File: src/rtl/washer_pkg.sv
// Shared encodings and default timing for the washer front-panel controller.
package washer_pkg;

  localparam logic [2:0] ST_READY     = 3'd0;
  localparam logic [2:0] ST_START_REQ = 3'd1;
  localparam logic [2:0] ST_RUNNING   = 3'd2;
  localparam logic [2:0] ST_PAUSED    = 3'd3;
  localparam logic [2:0] ST_FAULT     = 3'd4;
  localparam logic [2:0] ST_COMPLETE  = 3'd5;

  typedef enum logic [2:0] {
    S_READY     = ST_READY,
    S_START_REQ = ST_START_REQ,
    S_RUNNING   = ST_RUNNING,
    S_PAUSED    = ST_PAUSED,
    S_FAULT     = ST_FAULT,
    S_COMPLETE  = ST_COMPLETE
  } panel_state_t;

  localparam logic [1:0] PROG_NORMAL = 2'd0;
  localparam logic [1:0] PROG_DOUBLE = 2'd1;
  localparam logic [1:0] PROG_STEAM  = 2'd2;

  localparam int DEF_DEBOUNCE_CYCLES = 16;
  localparam int DEF_START_ACK_MAX   = 8;
  localparam int DEF_BUZZ_CYCLES     = 1000;
  localparam int DEF_CNT_W           = 16;

  function automatic logic [1:0] next_prog(input logic [1:0] p);
    return (p == PROG_STEAM) ? PROG_NORMAL : p + 2'd1;
  endfunction

endpackage

File: src/rtl/panel_debouncer.sv
// Two-flop synchronizer plus stability down-counter; level flips after
// DEBOUNCE_CYCLES consecutive differing samples, with a pulse on rising flips.
module panel_debouncer #(
  parameter int DEBOUNCE_CYCLES = 16,
  parameter int CNT_W           = 16
) (
  input  logic clk,
  input  logic rst,
  input  logic raw,
  output logic level,
  output logic rise_pulse
);

  localparam logic [CNT_W-1:0] RELOAD = CNT_W'(DEBOUNCE_CYCLES - 1);

  logic             sync1, sync2;
  logic [CNT_W-1:0] stab_cnt;

  always_ff @(posedge clk or posedge rst) begin
    if (rst) begin
      sync1      <= 1'b0;
      sync2      <= 1'b0;
      level      <= 1'b0;
      rise_pulse <= 1'b0;
      stab_cnt   <= RELOAD;
    end else begin
      sync1      <= raw;
      sync2      <= sync1;
      rise_pulse <= 1'b0;
      if (sync2 == level) begin
        stab_cnt <= RELOAD;
      end else if (stab_cnt == '0) begin
        level      <= sync2;
        rise_pulse <= sync2;
        stab_cnt   <= RELOAD;
      end else begin
        stab_cnt <= stab_cnt - CNT_W'(1);
      end
    end
  end

endmodule

File: src/rtl/washer_panel_ctrl.sv
// Washer front-panel controller: debounced inputs, program select, start
// handshake, pause toggle, fault and completion tracking.
//
//   state     | meaning
//   READY     | idle, program select allowed, waiting for start press
//   START_REQ | start held high, waiting for sequencer to leave idle
//   RUNNING   | cycle in progress, door locked
//   PAUSED    | sequencer timers frozen, door locked
//   FAULT     | error or no start ack; waits for closed door
//   COMPLETE  | buzzer on for BUZZ_CYCLES, then READY
module washer_panel_ctrl
  import washer_pkg::*;
#(
  parameter int DEBOUNCE_CYCLES = DEF_DEBOUNCE_CYCLES,
  parameter int START_ACK_MAX   = DEF_START_ACK_MAX,
  parameter int BUZZ_CYCLES     = DEF_BUZZ_CYCLES,
  parameter int CNT_W           = DEF_CNT_W
) (
  input  logic       clk,
  input  logic       rst,
  input  logic       btn_start_raw,
  input  logic       btn_pause_raw,
  input  logic       btn_mode_raw,
  input  logic       door_sensor_raw,
  input  logic       done,
  input  logic       error_signal,
  output logic       start,
  output logic       double_wash,
  output logic       dry_wash,
  output logic       time_pause,
  output logic       door_closed,
  output logic       door_lock,
  output logic [1:0] program_sel,
  output logic       led_running,
  output logic       led_paused,
  output logic       led_fault,
  output logic       buzzer
);

  logic start_lvl, pause_lvl, mode_lvl, door_lvl;
  logic start_press, pause_press, mode_press, door_rise;
  logic unused_db;

  panel_debouncer #(.DEBOUNCE_CYCLES(DEBOUNCE_CYCLES), .CNT_W(CNT_W)) u_db_start (
    .clk(clk), .rst(rst), .raw(btn_start_raw), .level(start_lvl), .rise_pulse(start_press));
  panel_debouncer #(.DEBOUNCE_CYCLES(DEBOUNCE_CYCLES), .CNT_W(CNT_W)) u_db_pause (
    .clk(clk), .rst(rst), .raw(btn_pause_raw), .level(pause_lvl), .rise_pulse(pause_press));
  panel_debouncer #(.DEBOUNCE_CYCLES(DEBOUNCE_CYCLES), .CNT_W(CNT_W)) u_db_mode (
    .clk(clk), .rst(rst), .raw(btn_mode_raw), .level(mode_lvl), .rise_pulse(mode_press));
  panel_debouncer #(.DEBOUNCE_CYCLES(DEBOUNCE_CYCLES), .CNT_W(CNT_W)) u_db_door (
    .clk(clk), .rst(rst), .raw(door_sensor_raw), .level(door_lvl), .rise_pulse(door_rise));

  // Button levels and the door rising edge are not consumed by the FSM.
  assign unused_db = ^{start_lvl, pause_lvl, mode_lvl, door_rise};

  panel_state_t     state, state_nxt;
  logic [CNT_W-1:0] tmr;
  logic [1:0]       prog;

  always_ff @(posedge clk or posedge rst) begin
    if (rst) begin
      state <= S_READY;
      tmr   <= '0;
      prog  <= PROG_NORMAL;
    end else begin
      state <= state_nxt;
      if (state_nxt == S_START_REQ && state != S_START_REQ)
        tmr <= CNT_W'(START_ACK_MAX - 1);
      else if (state_nxt == S_COMPLETE && state != S_COMPLETE)
        tmr <= CNT_W'(BUZZ_CYCLES - 1);
      else if (tmr != '0)
        tmr <= tmr - CNT_W'(1);
      if (state == S_READY && mode_press)
        prog <= next_prog(prog);
    end
  end

  always_comb begin
    state_nxt   = state;
    start       = 1'b0;
    door_lock   = 1'b0;
    time_pause  = 1'b0;
    led_running = 1'b0;
    led_paused  = 1'b0;
    led_fault   = 1'b0;
    buzzer      = 1'b0;
    case (state)
      S_READY: begin
        if (start_press && door_lvl && done) state_nxt = S_START_REQ;
      end
      S_START_REQ: begin
        // start drops combinationally the cycle done falls
        start       = done;
        door_lock   = 1'b1;
        led_running = 1'b1;
        if (error_signal)    state_nxt = S_FAULT;
        else if (!done)      state_nxt = S_RUNNING;
        else if (tmr == '0)  state_nxt = S_FAULT;
      end
      S_RUNNING: begin
        door_lock   = 1'b1;
        led_running = 1'b1;
        if (error_signal)     state_nxt = S_FAULT;
        else if (done)        state_nxt = S_COMPLETE;
        else if (pause_press) state_nxt = S_PAUSED;
      end
      S_PAUSED: begin
        door_lock   = 1'b1;
        time_pause  = 1'b1;
        led_running = 1'b1;
        led_paused  = 1'b1;
        if (error_signal)     state_nxt = S_FAULT;
        else if (done)        state_nxt = S_COMPLETE;
        else if (pause_press) state_nxt = S_RUNNING;
      end
      S_FAULT: begin
        led_fault = 1'b1;
        if (door_lvl) state_nxt = done ? S_READY : S_RUNNING;
      end
      S_COMPLETE: begin
        buzzer = 1'b1;
        if (tmr == '0) state_nxt = S_READY;
      end
      default: state_nxt = S_READY;
    endcase
  end

  assign program_sel = prog;
  assign double_wash = (prog == PROG_DOUBLE);
  assign dry_wash    = (prog == PROG_STEAM);
  assign door_closed = door_lvl;

endmodule

File: config.mk
export PLATFORM = sky130hd
export DESIGN_NAME = washer_panel_ctrl
export DESIGN_NICKNAME = d
export VERILOG_FILES = /design/src/rtl/washer_pkg.sv /design/src/rtl/panel_debouncer.sv /design/src/rtl/washer_panel_ctrl.sv
export SDC_FILE = /design/constraint.sdc
export NUM_CORES = 1
export LEC_CHECK = 0
export CAP_MARGIN = 30
export CORE_ASPECT_RATIO = 1.4
export CORE_UTILIZATION = 30
export CTS_BUF_LIST = sky130_fd_sc_hd__clkbuf_4 sky130_fd_sc_hd__clkbuf_8 sky130_fd_sc_hd__clkbuf_16
export DETAILED_ROUTE_END_ITERATION = 16
export DONT_BUFFER_PORTS = 1
export REMOVE_ABC_BUFFERS = 1
export SKIP_LAST_GASP = 1
export SLEW_MARGIN = 10
export SYNTH_ARGS = -nofsm -noshare
export SYNTH_HDL_FRONTEND = slang
export SYNTH_SLANG_ARGS = --single-unit
File: constraint.sdc
create_clock -name clk -period 7.6 [get_ports clk]
set_clock_uncertainty 0.15 [all_clocks]
set_input_delay 0 -clock clk [delete_from_list [all_inputs] [get_ports clk]]
set_output_delay 0 -clock clk [all_outputs]
set_load 0.01 [all_outputs]
-- Word level (Yosys, flattened, before mapping)
Cells that the tools add are included.
- register bits after elaboration: 100
- input port bits: 8
- output and inout port bits: 12
- $add $sub $neg: 6
- equality and inequality tests: 15
- multiplexer cells: 37
- bitwise logic cells: 4
- reduce and logical (&&, ||, !) cells: 18
- operators by type and width (kind ; number):
    $mux W16 ; 11
    $logic_not A16 Y1 ; 5
    $sub A16 B1 Y16 const B ; 5
    $mux W3 ; 12
    $pmux W3 S6 ; 1
    $reduce_bool A16 Y1 ; 1
    $mux W1 ; 11
    $eq A3 B3 Y1 const B ; 3
    $reduce_and A2 Y1 ; 4
    $eq A3 B1 Y1 const B ; 2
    $eq A3 B2 Y1 const B ; 2
    $logic_and A1 B1 Y1 ; 5
    $eq A1 B1 Y1 ; 4
    $mux W2 ; 2
    $not A1 Y1 ; 4
    $logic_not A3 Y1 ; 1
    $ne A3 B1 Y1 const B ; 1
    $ne A3 B3 Y1 const B ; 1
    $reduce_bool A3 Y1 ; 1
    $reduce_or A3 Y1 ; 1
    $add A2 B1 Y2 const B ; 1
    $eq A2 B1 Y1 const B ; 1
    $eq A2 B2 Y1 const B ; 1

-- Longest topological paths before layout
- word-level depth: 9
- depth in mapped cells: 8

-- By module
A second synthesis with hierarchy kept.
- cells, all modules: 479
- area total of the unflattened synthesis: 4951.0 um2
- by module, submodules not included (module ; times used ; cells an instance ; area an instance (um2) ; seq. area each (um2)):
    panel_debouncer ; 4 ; 86 ; 909.6 ; 505.5
    washer_panel_ctrl ; 1 ; 135 ; 1312.5 ; 525.5

-- Worst setup path before layout
Ideal clock, no wire load.
- path kind: register to register
- start: register tmr[0]
- end: register tmr[11]
- arrival: 1757 ps
- data required time: 7310 ps
- setup slack: 5553 ps
- cell stages (with the launch flop): 9
- period minus slack after synthesis: 2047 ps
- cells stage by stage: dfrtp_1 inv_1 ha_1 nor3b_2 and4_1 buf_4 o31a_1 o211a_4 nor3_2
- cells in the longest elaborated chain, start to end: 9
- elaborated cells on any way between the ends: 16
- classes of those cells: add/sub: 1; eq/ne: 2; mux: 8; reduce/logical: 5
- ends and longest elaborated chain (what ; line ; text):
    from (decl) ; washer_panel_ctrl.sv:57 ; logic [CNT_W-1:0] tmr;
    from (signal assigned) ; washer_panel_ctrl.sv:68 ; tmr <= CNT_W'(START_ACK_MAX - 1);
    from (signal assigned) ; washer_panel_ctrl.sv:70 ; tmr <= CNT_W'(BUZZ_CYCLES - 1);
    from (signal assigned) ; washer_panel_ctrl.sv:72 ; tmr <= tmr - CNT_W'(1);
    $logic_not A16 Y1 ; washer_panel_ctrl.sv:98, washer_panel_ctrl.sv:122 ;
    $mux W3 ; washer_panel_ctrl.sv:98 ; else if (tmr == '0) state_nxt = S_FAULT;
    $mux W3 ; washer_panel_ctrl.sv:97 ; else if (!done) state_nxt = S_RUNNING;
    $mux W3 ; washer_panel_ctrl.sv:96 ; if (error_signal) state_nxt = S_FAULT;
    $pmux W3 S6 ; washer_panel_ctrl.sv:87 ; case (state)
    $eq A3 B3 Y1 ; washer_panel_ctrl.sv:69 ; else if (state_nxt == S_COMPLETE && state != S_COMPLETE)
    $logic_and A1 B1 Y1 ; washer_panel_ctrl.sv:69 ;
    $mux W16 ; washer_panel_ctrl.sv:69 ;
    $mux W16 ; washer_panel_ctrl.sv:67 ; if (state_nxt == S_START_REQ && state != S_START_REQ)
Several ways; a longest one is shown, not always the timed one. The select of a mux whose other input is x is not followed.
A chain may end at the register's enable or synchronous reset.

-- Final worst setup path
- start: register tmr[0]
- end: register tmr[8]
Same word-level chain as after synthesis.

==> reports/results.ini <==
[cts]
cts_root_buf=clkbuf_16
clockBufferDepth=2
h-tree-depth=3
clock-sinks=100
clk_latency_ns=0.35
cts_resized=0
cts_buffers=9
path_clk_slew_ns=0.07
cts_tree=done

[power]
finalPower_mw=1.07
pwr-share-comb_pct=4.7
seqPwrFrac_pct=53.5
switching_share_pct=25.0
clkPwrFrac_pct=41.8
netSwitchingPower_uw=267
cell_internal_pwr_uw=798
p_leak_nw=2.35
ir_worst_vdd_v=0.000173
p_per_area_nw_per_um2=193

[critical_path]
crit_path_end_kind=flop
cp_slowest_cell=and4_1
r2r-end=tmr[8]$_DFFE_PP0P_
endpoint=tmr[8]$_DFFE_PP0P_
crit_buf_inv=1
crit_family=simple AND/OR/NAND/NOR gates
cp.required_ns=7.66
path_class=reg -> reg
worstSetupStartpoint=tmr[0]$_DFFE_PP0P_
r2r-start=tmr[0]$_DFFE_PP0P_
cp_max_fo=8
cp_num_cells=7
cp-start-kind=flop
max_stage_delay_ns=0.48
r2r_cells=7
rrSetupSlack_ns=5.12
worstPathCellList=inv_1 -> ha_1 -> nor3b_2 -> and4_1 -> o21ai_2 -> o211ai_2 -> o21ai_0
cp.arrival_ns=2.54

[detailed_routing]
drtIter0Drc=182
vias_per_cell=5.00
ant_nets=0
num_vias=3445
remaining_drc_errors=0
first_pass_iters=4
wl_mm=8.84
routedWlPerCell_um=12.8

[logic_synthesis]
synth_seq_area_share_pct=51.2
syn_area_um2=4920
synth_ff_type=dfrtp_1
ys_seq_elements=100
synth_edf_count=0
synth_cell_types=52
yosysWarningCount=0
synth-async-reset-ratio_pct=100
post-synth-top-area-cell=dfrtp_1
syn_inst=473
synth.area.top_cells=dfrtp_1 (43%), dfstp_2 (8.5%), xnor2_1 (6.2%)
avgSynthCellArea_um2=10.4
yosysTopAreaCellShare_pct=42.7

[cells_and_area]
drive_gt1_share_pct=13.3
fillerInstances=1638
final_cells=689
fin_nets=502
final_cell_mix=dfrtp_1 (84), nor2_1 (79), xnor2_1 (35)
n_antenna_cell=0
final_common_cell=dfrtp_1
area_growth_pct=11.9

[placed_design]
portBuffers=0
pre_cts_slack_ns=5.13
gp_congestion=0.774
dpl.cell_count=665
hpwl_mm=6.13

[sta]
hold_viol=0
fin_crit_ns=2.48
slew_viol_final=0
fmax_ghz=0.403
finalSetupViolCount=0
tns_ns=0
rsz0062_at_grt=no
fin_ws_ns=5.12
slew_headroom_pct=52.0
hold_ws_ns=0.0181
min_period_over_period_pct=32.6
worstMarginPinSlew_ns=0.720

[hold_path]
hold_class=in -> async

[outcome]
outcome=finished clean

[die]
dieHeight_um=154
io_pins=20
core_um2=16100
die_x_um=110
die-area_um2=16900
rows=55
initial_core_util_pct=30.6

[global_route]
antenna_found_initial=0
grt-ovfl-total=0
grt_pass1_vias=3456
grt_pass1_wl_mm=15.9
track_usage_pct=11.8
grt_max_degree=60

[run]
maxCapViolations=0

==> area by class of cell <==
cell class / instances / area, µm² / area share [%]
Clock inverter: 7 / 66.3 / 1.20
Tap cell: 199 / 249 / 4.52
Inverter: 16 / 62.6 / 1.14
Multi-Input combinational cell: 349 / 2300 / 41.7
Timing Repair Buffer: 9 / 87.6 / 1.59
Clock buffer: 9 / 225 / 4.09
Sequential cell: 100 / 2520 / 45.8
==> worst min path at each step <==
| stage | slack (ns) | to | cells after the start | startpoint |
|---|---|---|---|---|
| detailed placement | -0.20 | state[1]$_DFF_PP0_ | 1 | rst |
| CTS | 0.02 | tmr[10]$_DFFE_PP0P_ | 3 | done |
| global route | 0.03 | tmr[10]$_DFFE_PP0P_ | 3 | done |
| finish | 0.02 | state[1]$_DFF_PP0_ | 2 | rst |
| floorplan | -0.12 | u_db_door.sync1$_DFF_PP0_ | 0 | door_sensor_raw |
| global placement | -0.21 | state[1]$_DFF_PP0_ | 1 | rst |
==> per-layer routing <==
layer / share of wire [%] / global-route usage, %
met5: 0 / 0
met4: 2.1 / 4.89
met3: 3.0 / 2.80
met1: 43 / 14.1
met2: 52 / 19.8
==> timing repair <==
item	CTS	global route
hold buffers	8	0
setup buffers	0	0
endpoints found under the hold margin	53	0
setup endpoints to repair	0	0
==> sequential cells by signal (all words and copies together), names as in the netlist, 2 cells and up <==
name	count
tmr	16
u_db_start.stab_cnt	16
u_db_mode.stab_cnt	16
program_sel	2
state	3
u_db_door.stab_cnt	16
u_db_pause.stab_cnt	16
==> through the flow <==
| step | area [µm²] | util, % |
|---|---|---|
| 5_1_grt | 5510 | 34.2 |
| 3_3_place_gp | 5140 | 31.9 |
| 2_1_floorplan | 4880 | - |
| 3_5_place_dp | 5140 | 31.9 |
| 6_report | 5510 | 34.2 |
| 4_1_cts | 5510 | 34.2 |
==> power groups by stage <==
| stage | clock network [mW] | logic, mW | registers, mW |
|---|---|---|---|
| floorplan | 0 | 0.0372 | 0.575 |
| global placement | 0 | 0.0452 | 0.578 |
| detailed placement | 0 | 0.0474 | 0.579 |
| CTS | 0.461 | 0.0512 | 0.569 |
| global route | 0.481 | 0.0603 | 0.572 |
| finish | 0.446 | 0.0499 | 0.569 |
==> cell usage after synthesis (2+ instances only) <==
library cell	instances
dfrtp_1	84
nor2_1	79
xnor2_1	35
nand2_1	26
nand3_1	20
xor2_1	19
nor3_1	18
dfstp_2	16
inv_1	16
nor4_1	14
a21oi_1	11
o21ai_0	10
ha_1	9
mux2i_1	9
nand4_1	9
nor2b_1	7
mux2_2	6
nor3_2	6
nor3b_1	6
nor4_2	6
o31ai_1	5
or4_1	5
and2_1	4
and4_1	4
nand3b_1	4
or3_1	4
buf_4	3
clkbuf_1	3
nand2b_1	3
o31a_1	3
a2bb2oi_1	2
and2b_1	2
nand4b_1	2
o211ai_2	2
or2_2	2
or3b_2	2
or4_4	2
==> logic make-up after synthesis <==
kind of cell | Yosys count | share of synthesized area, %
mux | 15 | 3.20
buf+inv | 24 | 2.08
flops | 100 | 51.2
xor+xnor | 54 | 9.61
compound gates | 43 | 6.23
simple gates | 228 | 25.4
fa+ha+maj | 9 | 2.29
Note: power is estimated with default switching activity, not from simulation.
